===== config.mk =====
export PLATFORM = sky130hd
export DESIGN_NAME = enigma_multi_rotor_flat
export DESIGN_NICKNAME = d
export VERILOG_FILES = /design/src/rtl/enigma_pkg.sv /design/src/rtl/enigma_multi_rotor_if.sv /design/src/rtl/enigma_rotor_stage.sv /design/src/rtl/enigma_multi_rotor.sv /design/src/flat_wrapper.sv
export SDC_FILE = /design/constraint.sdc
export NUM_CORES = 2
export LEC_CHECK = 0
export ABC_AREA = 1
export CORE_MARGIN = 2
export CORE_UTILIZATION = 40
export DETAILED_ROUTE_END_ITERATION = 8
export GPL_TIMING_DRIVEN = 0
export HOLD_SLACK_MARGIN = 0.05
export PLACE_DENSITY = 0.6
export SYNTH_ARGS = -nofsm -noshare
export SYNTH_HDL_FRONTEND = slang
export SYNTH_SLANG_ARGS = --single-unit

===== constraint.sdc =====
create_clock -name clk -period 11.86 [get_ports clk]
set_clock_uncertainty 0.2 [all_clocks]
set_input_delay 2.372 -clock clk [delete_from_list [all_inputs] [get_ports clk]]
set_output_delay 2.372 -clock clk [all_outputs]
set_load 0.01 [all_outputs]

===== src/rtl/enigma_pkg.sv =====
// enigma_pkg: shared FSM encoding, table ids
// and wrap-around offset helpers for the core.
package enigma_pkg;

  typedef enum logic [1:0] {
    ST_IDLE,
    ST_LOAD,
    ST_READY
  } state_t;

  localparam int TBL_PLUG = 0;

  function automatic int off_add(
    input int a,
    input int b,
    input int w
  );
    return (a + b) & ((1 << w) - 1);
  endfunction

  function automatic int off_sub(
    input int a,
    input int b,
    input int w
  );
    return (a - b) & ((1 << w) - 1);
  endfunction

endpackage


===== src/rtl/enigma_multi_rotor_if.sv =====
// enigma_multi_rotor_if: table-load / symbol
// input bus and registered result output.
interface enigma_multi_rotor_if #(
  parameter int SYM_W = 6,
  parameter int IDX_W = 3
);

  logic             load;
  logic             encrypt;
  logic             crypt_mode;
  logic [IDX_W-1:0] table_idx;
  logic [SYM_W-1:0] code_in;
  logic [SYM_W-1:0] code_out;
  logic             code_valid;

  modport master (
    output load, encrypt, crypt_mode,
    output table_idx, code_in,
    input  code_out, code_valid
  );

  modport slave (
    input  load, encrypt, crypt_mode,
    input  table_idx, code_in,
    output code_out, code_valid
  );

endinterface


===== src/rtl/enigma_rotor_stage.sv =====
// enigma_rotor_stage: one forward/inverse table
// pair with a write port and offset lookups.
module enigma_rotor_stage #(
  parameter int SYM_W = 6
) (
  input  logic             clk,
  input  logic             we,
  input  logic [SYM_W-1:0] waddr,
  input  logic [SYM_W-1:0] wdata,
  input  logic [SYM_W-1:0] fwd_in,
  input  logic [SYM_W-1:0] fwd_off,
  input  logic [SYM_W-1:0] inv_in,
  input  logic [SYM_W-1:0] inv_off,
  output logic [SYM_W-1:0] fwd_out,
  output logic [SYM_W-1:0] inv_out
);
  import enigma_pkg::*;

  localparam int N = 1 << SYM_W;

  logic [SYM_W-1:0] fwd_t [N];
  logic [SYM_W-1:0] inv_t [N];
  logic [SYM_W-1:0] fwd_idx;

  // forward entry and its inverse are written together
  always_ff @(posedge clk) begin
    if (we) begin
      fwd_t[waddr] <= wdata;
      inv_t[wdata] <= waddr;
    end
  end

  assign fwd_idx = SYM_W'(off_add(
    int'(fwd_in), int'(fwd_off), SYM_W));

  assign fwd_out = fwd_t[fwd_idx];

  assign inv_out = SYM_W'(off_sub(
    int'(inv_t[inv_in]), int'(inv_off), SYM_W));

endmodule


===== src/rtl/enigma_multi_rotor.sv =====
// enigma_multi_rotor: plugboard + rotor chain core.
// ENIGMA_PIPE_EN adds a register after each lookup.
module enigma_multi_rotor #(
  parameter int SYM_W      = 6,
  parameter int NUM_ROTORS = 3,
  parameter int IDX_W      = 3
) (
  input logic                 clk,
  input logic                 srst_n,
  enigma_multi_rotor_if.slave bus
);
  import enigma_pkg::*;

  localparam int R = NUM_ROTORS;
  localparam int S = NUM_ROTORS + 1;

  state_t           state_q;
  state_t           state_d;
  logic [SYM_W-1:0] addr_q;
  logic [SYM_W-1:0] waddr;
  logic [IDX_W-1:0] idx_q;
  logic [SYM_W-1:0] off_q [R];
  logic [SYM_W-1:0] off_d [R];
  logic             accept;
  logic             clr_off;
  logic             carry;

  logic [SYM_W-1:0] fwd_i [S];
  logic [SYM_W-1:0] fwd_k [S];
  logic [SYM_W-1:0] fwd_o [S];
  logic [SYM_W-1:0] inv_i [S];
  logic [SYM_W-1:0] inv_k [S];
  logic [SYM_W-1:0] inv_o [S];

  assign accept  = (state_q == ST_READY)
                && bus.encrypt && !bus.load;
  assign clr_off = (state_q == ST_READY)
                && bus.load;
  assign waddr   = (bus.table_idx != idx_q)
                 ? '0 : addr_q;

  // state register
  always_ff @(posedge clk or negedge srst_n) begin
    if (!srst_n) state_q <= ST_IDLE;
    else         state_q <= state_d;
  end

  // next-state logic
  always_comb begin
    state_d = state_q;
    unique case (state_q)
      ST_IDLE:  if (bus.load)  state_d = ST_LOAD;
      ST_LOAD:  if (!bus.load) state_d = ST_READY;
      ST_READY: if (bus.load)  state_d = ST_LOAD;
      default:  state_d = ST_IDLE;
    endcase
  end

  // load address restarts on a table switch or idle
  always_ff @(posedge clk or negedge srst_n) begin
    if (!srst_n) begin
      addr_q <= '0;
      idx_q  <= '0;
    end else begin
      idx_q  <= bus.table_idx;
      addr_q <= bus.load ? waddr + 1'b1 : '0;
    end
  end

  // odometer step; carry ripples past wrapped rotors
  always_comb begin
    carry = accept;
    for (int k = 0; k < R; k++) begin
      off_d[k] = off_q[k]
               + {{(SYM_W-1){1'b0}}, carry};
      carry = carry && (off_q[k] == '1);
    end
  end

  // rotor offsets, cleared when tables are reloaded
  always_ff @(posedge clk or negedge srst_n) begin
    if (!srst_n) begin
      for (int k = 0; k < R; k++) off_q[k] <= '0;
    end else if (clr_off) begin
      for (int k = 0; k < R; k++) off_q[k] <= '0;
    end else begin
      for (int k = 0; k < R; k++) off_q[k] <= off_d[k];
    end
  end

  for (genvar s = 0; s < S; s++) begin : g_stage
    enigma_rotor_stage #(.SYM_W(SYM_W)) u_stage (
      .clk     (clk),
      .we      (bus.load
                && (int'(bus.table_idx) == s)),
      .waddr   (waddr),
      .wdata   (bus.code_in),
      .fwd_in  (fwd_i[s]),
      .fwd_off (fwd_k[s]),
      .inv_in  (inv_i[s]),
      .inv_off (inv_k[s]),
      .fwd_out (fwd_o[s]),
      .inv_out (inv_o[s])
    );
  end

`ifdef ENIGMA_PIPE_EN

  logic [SYM_W-1:0] p_d   [S+1];
  logic             p_v   [S+1];
  logic             p_m   [S];
  logic [SYM_W-1:0] p_off [S][R];
  logic [SYM_W-1:0] nxt   [S];

  // slot j runs fwd stage j or inv stage S-1-j
  for (genvar s = 0; s < S; s++) begin : g_wire
    assign fwd_i[s] = p_d[s];
    assign inv_i[s] = p_d[S-1-s];
    assign nxt[s]   = p_m[s] ? inv_o[S-1-s]
                             : fwd_o[s];
    if (s == TBL_PLUG) begin : g_plug
      assign fwd_k[s] = '0;
      assign inv_k[s] = '0;
    end else begin : g_rot
      assign fwd_k[s] = p_off[s][s-1];
      assign inv_k[s] = p_off[S-1-s][s-1];
    end
  end

  // pipe advance; a load flushes in-flight symbols
  always_ff @(posedge clk or negedge srst_n) begin
    if (!srst_n) begin
      for (int j = 0; j <= S; j++) begin
        p_d[j] <= '0;
        p_v[j] <= 1'b0;
      end
      for (int j = 0; j < S; j++) begin
        p_m[j] <= 1'b0;
        for (int k = 0; k < R; k++)
          p_off[j][k] <= '0;
      end
    end else begin
      p_v[0] <= accept;
      if (accept) begin
        p_d[0] <= bus.code_in;
        p_m[0] <= bus.crypt_mode;
        for (int k = 0; k < R; k++)
          p_off[0][k] <= off_q[k];
      end
      for (int j = 0; j < S; j++) begin
        p_v[j+1] <= p_v[j] && !bus.load;
        if (p_v[j]) p_d[j+1] <= nxt[j];
      end
      for (int j = 0; j < S-1; j++) begin
        if (p_v[j]) begin
          p_m[j+1] <= p_m[j];
          for (int k = 0; k < R; k++)
            p_off[j+1][k] <= p_off[j][k];
        end
      end
    end
  end

  assign bus.code_out   = p_d[S];
  assign bus.code_valid = p_v[S];

`else

  logic [SYM_W-1:0] out_q;
  logic             vld_q;

  // fwd chain plug->rotors, inv chain reverse
  for (genvar s = 0; s < S; s++) begin : g_wire
    if (s == TBL_PLUG) begin : g_plug
      assign fwd_i[s] = bus.code_in;
      assign fwd_k[s] = '0;
      assign inv_k[s] = '0;
    end else begin : g_rot
      assign fwd_i[s] = fwd_o[s-1];
      assign fwd_k[s] = off_q[s-1];
      assign inv_k[s] = off_q[s-1];
    end
    if (s == S-1) begin : g_last
      assign inv_i[s] = bus.code_in;
    end else begin : g_mid
      assign inv_i[s] = inv_o[s+1];
    end
  end

  // single registered result stage
  always_ff @(posedge clk or negedge srst_n) begin
    if (!srst_n) begin
      out_q <= '0;
      vld_q <= 1'b0;
    end else begin
      vld_q <= accept;
      if (accept)
        out_q <= bus.crypt_mode ? inv_o[0]
                                : fwd_o[S-1];
    end
  end

  assign bus.code_out   = out_q;
  assign bus.code_valid = vld_q;

`endif

endmodule


===== src/flat_wrapper.sv =====
// flat-port wrapper written by rule: the top's interface ports become plain ports
module enigma_multi_rotor_flat import enigma_pkg::*;
#(
  parameter int SYM_W      = 6,
  parameter int NUM_ROTORS = 3,
  parameter int IDX_W      = 3
)
  (clk, srst_n, bus_load, bus_encrypt, bus_crypt_mode, bus_table_idx, bus_code_in, bus_code_out, bus_code_valid);
  enigma_multi_rotor_if #(.SYM_W(SYM_W), .IDX_W(IDX_W)) bus_i ();
  input logic clk;
  input logic srst_n;
  input wire logic [$bits(bus_i.load)-1:0] bus_load;
  input wire logic [$bits(bus_i.encrypt)-1:0] bus_encrypt;
  input wire logic [$bits(bus_i.crypt_mode)-1:0] bus_crypt_mode;
  input wire logic [$bits(bus_i.table_idx)-1:0] bus_table_idx;
  input wire logic [$bits(bus_i.code_in)-1:0] bus_code_in;
  output wire logic [$bits(bus_i.code_out)-1:0] bus_code_out;
  output wire logic [$bits(bus_i.code_valid)-1:0] bus_code_valid;
  assign bus_i.load = bus_load;
  assign bus_i.encrypt = bus_encrypt;
  assign bus_i.crypt_mode = bus_crypt_mode;
  assign bus_i.table_idx = bus_table_idx;
  assign bus_i.code_in = bus_code_in;
  assign bus_code_out = bus_i.code_out;
  assign bus_code_valid = bus_i.code_valid;
  enigma_multi_rotor #(.SYM_W(SYM_W), .NUM_ROTORS(NUM_ROTORS), .IDX_W(IDX_W)) u_core (.clk(clk), .srst_n(srst_n), .bus(bus_i));
endmodule

==> results.rst <==
.. list-table::
   :header-rows: 1

   * - Metric
     - Value
   * - Outcome
     - finished, violations left
   * - Violations in the final reports
     - capacitance limit, slew limit, setup timing
   * - Total via count in the routed design
     - 87199
   * - Area Overhead vs Synth
     - 17.5%
   * - TritonCTS clock tree
     - done
   * - Max Cap Viol
     - 1
   * - Number of buffers added on ports
     - 20
   * - Portion of the post-synthesis area used by sequential elements
     - 74.5%
   * - CTS buffer count
     - 307
   * - Clock-pin slew on the worst setup and hold paths
     - 0.06 ns
   * - Worst-margin pin slew
     - 1.55 ns
   * - Kind of end point of the critical path
     - flip-flop
   * - Fillcell total
     - 27143
   * - Post-Synthesis Net Count
     - 9760
   * - Fin. Hold Viols
     - 0
   * - Overall fraction of global-route tracks in use
     - 27.5%
   * - Critical path required time
     - 12.50 ns
   * - Crit Path Category
     - primary input to flip-flop
   * - Post-DRT Antenna Nets
     - 0
   * - Residual DRC count
     - 0
   * - Number of distinct library cell variants in the gate-level netlist after synthesis
     - 58
   * - Antenna violations before repair
     - 25
   * - Width of the chip
     - 563 microns
   * - Row cnt
     - 205
   * - Final critical-path required period
     - 11.89 ns
   * - Root cell of the clock tree
     - sky130_fd_sc_hd__clkbuf_16
   * - Number of cells produced by synthesis
     - 9703
   * - Final WS setup
     - -0.0334 ns
   * - First-pass GRT wire length
     - 619000 microns
   * - Nature of the critical path startpoint
     - primary input
   * - Iteration-0 DRC Markers
     - 13348
   * - Portion of synthesized cell area occupied by the leading cell type
     - 73.7%
   * - Average wire length per cell after detail routing
     - 30.8 microns
   * - Clock insertion delay at the later pin of the skew report
     - 0.90 ns
   * - Total number of yosys warnings
     - 0
   * - Standard cell core area
     - 0.312 sq mm
   * - Grt total ovfl
     - 0
   * - Per-cell via count in the routed design
     - 6.00
   * - Final clock period utilization by the worst path
     - 100%
   * - Relative slew slack
     - -3.02%
   * - Bufs and invs on worst path
     - 14
   * - Mapped Area
     - 0.125 sq mm
   * - Share of flip-flops with an asynchronous set or reset
     - 1.16%
   * - H-tree depth
     - 5
   * - Die area
     - 0.317 sq mm
   * - Cell seen most often among critical-path stages
     - sky130_fd_sc_hd__nand2_1
   * - Fmax achieved
     - 84.1 MHz
   * - Cell type with the highest aggregate area in the netlist
     - sky130_fd_sc_hd__edfxtp_1
   * - Maximum number of pins on one net before global-route repair
     - 161
   * - Avg Inst Size Synth
     - 12.9 sq um
   * - Post-DP HPWL
     - 298000 microns
   * - Clock tree sinks
     - 3108
   * - Routability congestion estimate
     - 0.980
   * - Initial core utilization
     - 40.1%
   * - Max stage delay on crit path
     - 0.63 ns
   * - Synth area leaders
     - sky130_fd_sc_hd__edfxtp_1, sky130_fd_sc_hd__nand2_1, sky130_fd_sc_hd__nor2_1, sky130_fd_sc_hd__o21ai_0, sky130_fd_sc_hd__a21oi_1
   * - Tightest Hold Check Type
     - flip-flop to flip-flop
   * - CP max FO
     - 10
   * - Smallest hold slack
     - 0.281 ns
   * - Total negative setup slack
     - -0.0662 ns
   * - Final-stage net count
     - 10196
   * - I/O pin count
     - 21
   * - Reg-to-reg setup timing slack
     - 2.24 ns
   * - Total area of sequential cells
     - 0.0931 sq mm
   * - Count of flip-flops with a built-in enable after synthesis
     - 3072
   * - Commonest register cell after synthesis
     - sky130_fd_sc_hd__edfxtp_1
   * - Share of cells above drive strength 1
     - 13.6%
   * - Footprint of the multi-input gates
     - 0.0311 sq mm
   * - Maximum root-to-sink buffer count
     - 4
   * - Largest delay contributor family on the critical path
     - simple AND/OR/NAND/NOR gates
   * - Number of global-route vias before repair
     - 82951
   * - Die Height
     - 563 microns
   * - Total wire length after detailed routing
     - 448000 microns
   * - First drt pass iteration count
     - 8
   * - Total count of max-transition violations in the final report
     - 11
   * - Flops & latches, synth
     - 3108
   * - Hold Buf Count CTS
     - 0
   * - Final core utilization
     - 47.2%
   * - Total setup violations reported at the end of the flow
     - 4
   * - Crit path max-delay cell type
     - sky130_fd_sc_hd__fa_2
   * - Worst EP arrival
     - 12.53 ns
layout make-up:
type,instances,share of cell area (%)
multi-input combinational,5720,21.2
antenna,18,0.0307
buffer,624,3.08
clock buffer,373,5.53
tap,4140,3.53
sequential,3108,63.4
timing repair inverter,1,0.00596
inverter,240,0.646
clock inverter,181,1.10
timing repair buffer,137,1.50
layout by cell type, fill, tap and decap left out, types with 72 or more instances in the layout:
master,instances
sky130_fd_sc_hd__nand2_1,1980
sky130_fd_sc_hd__o21ai_0,398
sky130_fd_sc_hd__o21ai_1,72
sky130_fd_sc_hd__a22o_1,75
sky130_fd_sc_hd__clkbuf_16,331
sky130_fd_sc_hd__edfxtp_1,3072
sky130_fd_sc_hd__clkbuf_2,132
sky130_fd_sc_hd__nand3_1,251
sky130_fd_sc_hd__nor2_1,1296
sky130_fd_sc_hd__o32ai_2,72
sky130_fd_sc_hd__clkbuf_4,86
sky130_fd_sc_hd__nand4_1,79
sky130_fd_sc_hd__a22oi_1,175
sky130_fd_sc_hd__o32ai_1,90
sky130_fd_sc_hd__a21oi_1,442
sky130_fd_sc_hd__a32o_1,178
sky130_fd_sc_hd__inv_1,216
sky130_fd_sc_hd__clkbuf_1,203
sky130_fd_sc_hd__buf_4,106
what timing repair did:
item                        CTS  global route
setup endpoints to repair     6             6
pin swaps                    73            74
buffers inserted             32            20
gates resized for setup    1150           315
gates cloned                 12             2
state kept, by name, summed over array words and instances, names as in the netlist:
register                      cells
u_core.idx_q                      3
u_core.fwd_k                     18
u_core.addr_q                     6
u_core.g_stage.u_stage.fwd_t   1536
u_core.g_stage.u_stage.inv_t   1536
u_core.bus.code_valid             1
u_core.state_q                    2
u_core.bus.code_out               6
cells by family (layout without fill, tap and decap cells):
kind of cell / count (synthesis) / in the layout / synth area share, %
XOR/XNOR: 20 / 20 / 0.146
buffers and inverters: 875 / 1556 / 2.74
other: 0 / 18 / 0
multiplexers: 18 / 18 / 0.152
flip-flops: 3108 / 3108 / 74.5
AND/OR/NAND/NOR: 3742 / 3742 / 11.9
adder cells (fa/ha/maj): 43 / 43 / 0.466
AO/OA/AOI/OAI: 1897 / 1897 / 10.2
through the flow:
stage                     setup slack, ns  area [sq um]  std cells
after floorplan                     0.680        125000       9703
final                             -0.0334        147000      14542
after global placement             -16.78        130000      13863
after detailed placement            -8.22        132000      13916
after CTS                         0.00412        146000      14508
after global routing              -0.0948        147000      14525
metal layers:
layer / global-route usage, % / up-vias / part of all wire, %
met2: 42.1 / 5875 / 44
met5: 0 / - / 0.038
met4: 17.1 / 28 / 7.2
met1: 35.5 / 43319 / 37
met3: 6.28 / 1286 / 11
li1: - / 36691 / -
worst min-delay path: cells and delay by family (launching register included):
kind,cells,cell delay (ns)
flops,1,0.34
simple gates,2,0.10
path summary, 6_finish.rpt:
path,end,cells after the start,startpoint
max reg2reg,u_core.bus.code_out[4],46,u_core.g_stage[3].u_stage.inv_t[41][0]
max in group asynchronous,u_core.addr_q[1],2,srst_n
max,u_core.bus.code_out[2],50,bus_code_in[2]
min,u_core.bus.code_out[3],2,u_core.bus.code_out[3]
min in group asynchronous,u_core.idx_q[2],2,srst_n
min reg2reg,u_core.bus.code_out[3],2,u_core.bus.code_out[3]
Yosys cell counts, drive strengths merged (13+ instances only):
cell and n:
a211oi 34, nor3 13, nand3 288, o22ai 59, a22o 77, o32ai 192, ha 37, nand2 2018
a221oi 84, edfxtp 3072, clkbuf 482, a32oi 61, buf 153, a31oi 42, o21ai 505, nand4 79
a21oi 448, inv 237, nor2 1321, a22oi 180, a32o 180, dfrtp 36
Power is left out: the tool's default activity adds up to more than one toggle a clock period on the data nets, which glitch-free logic cannot reach.
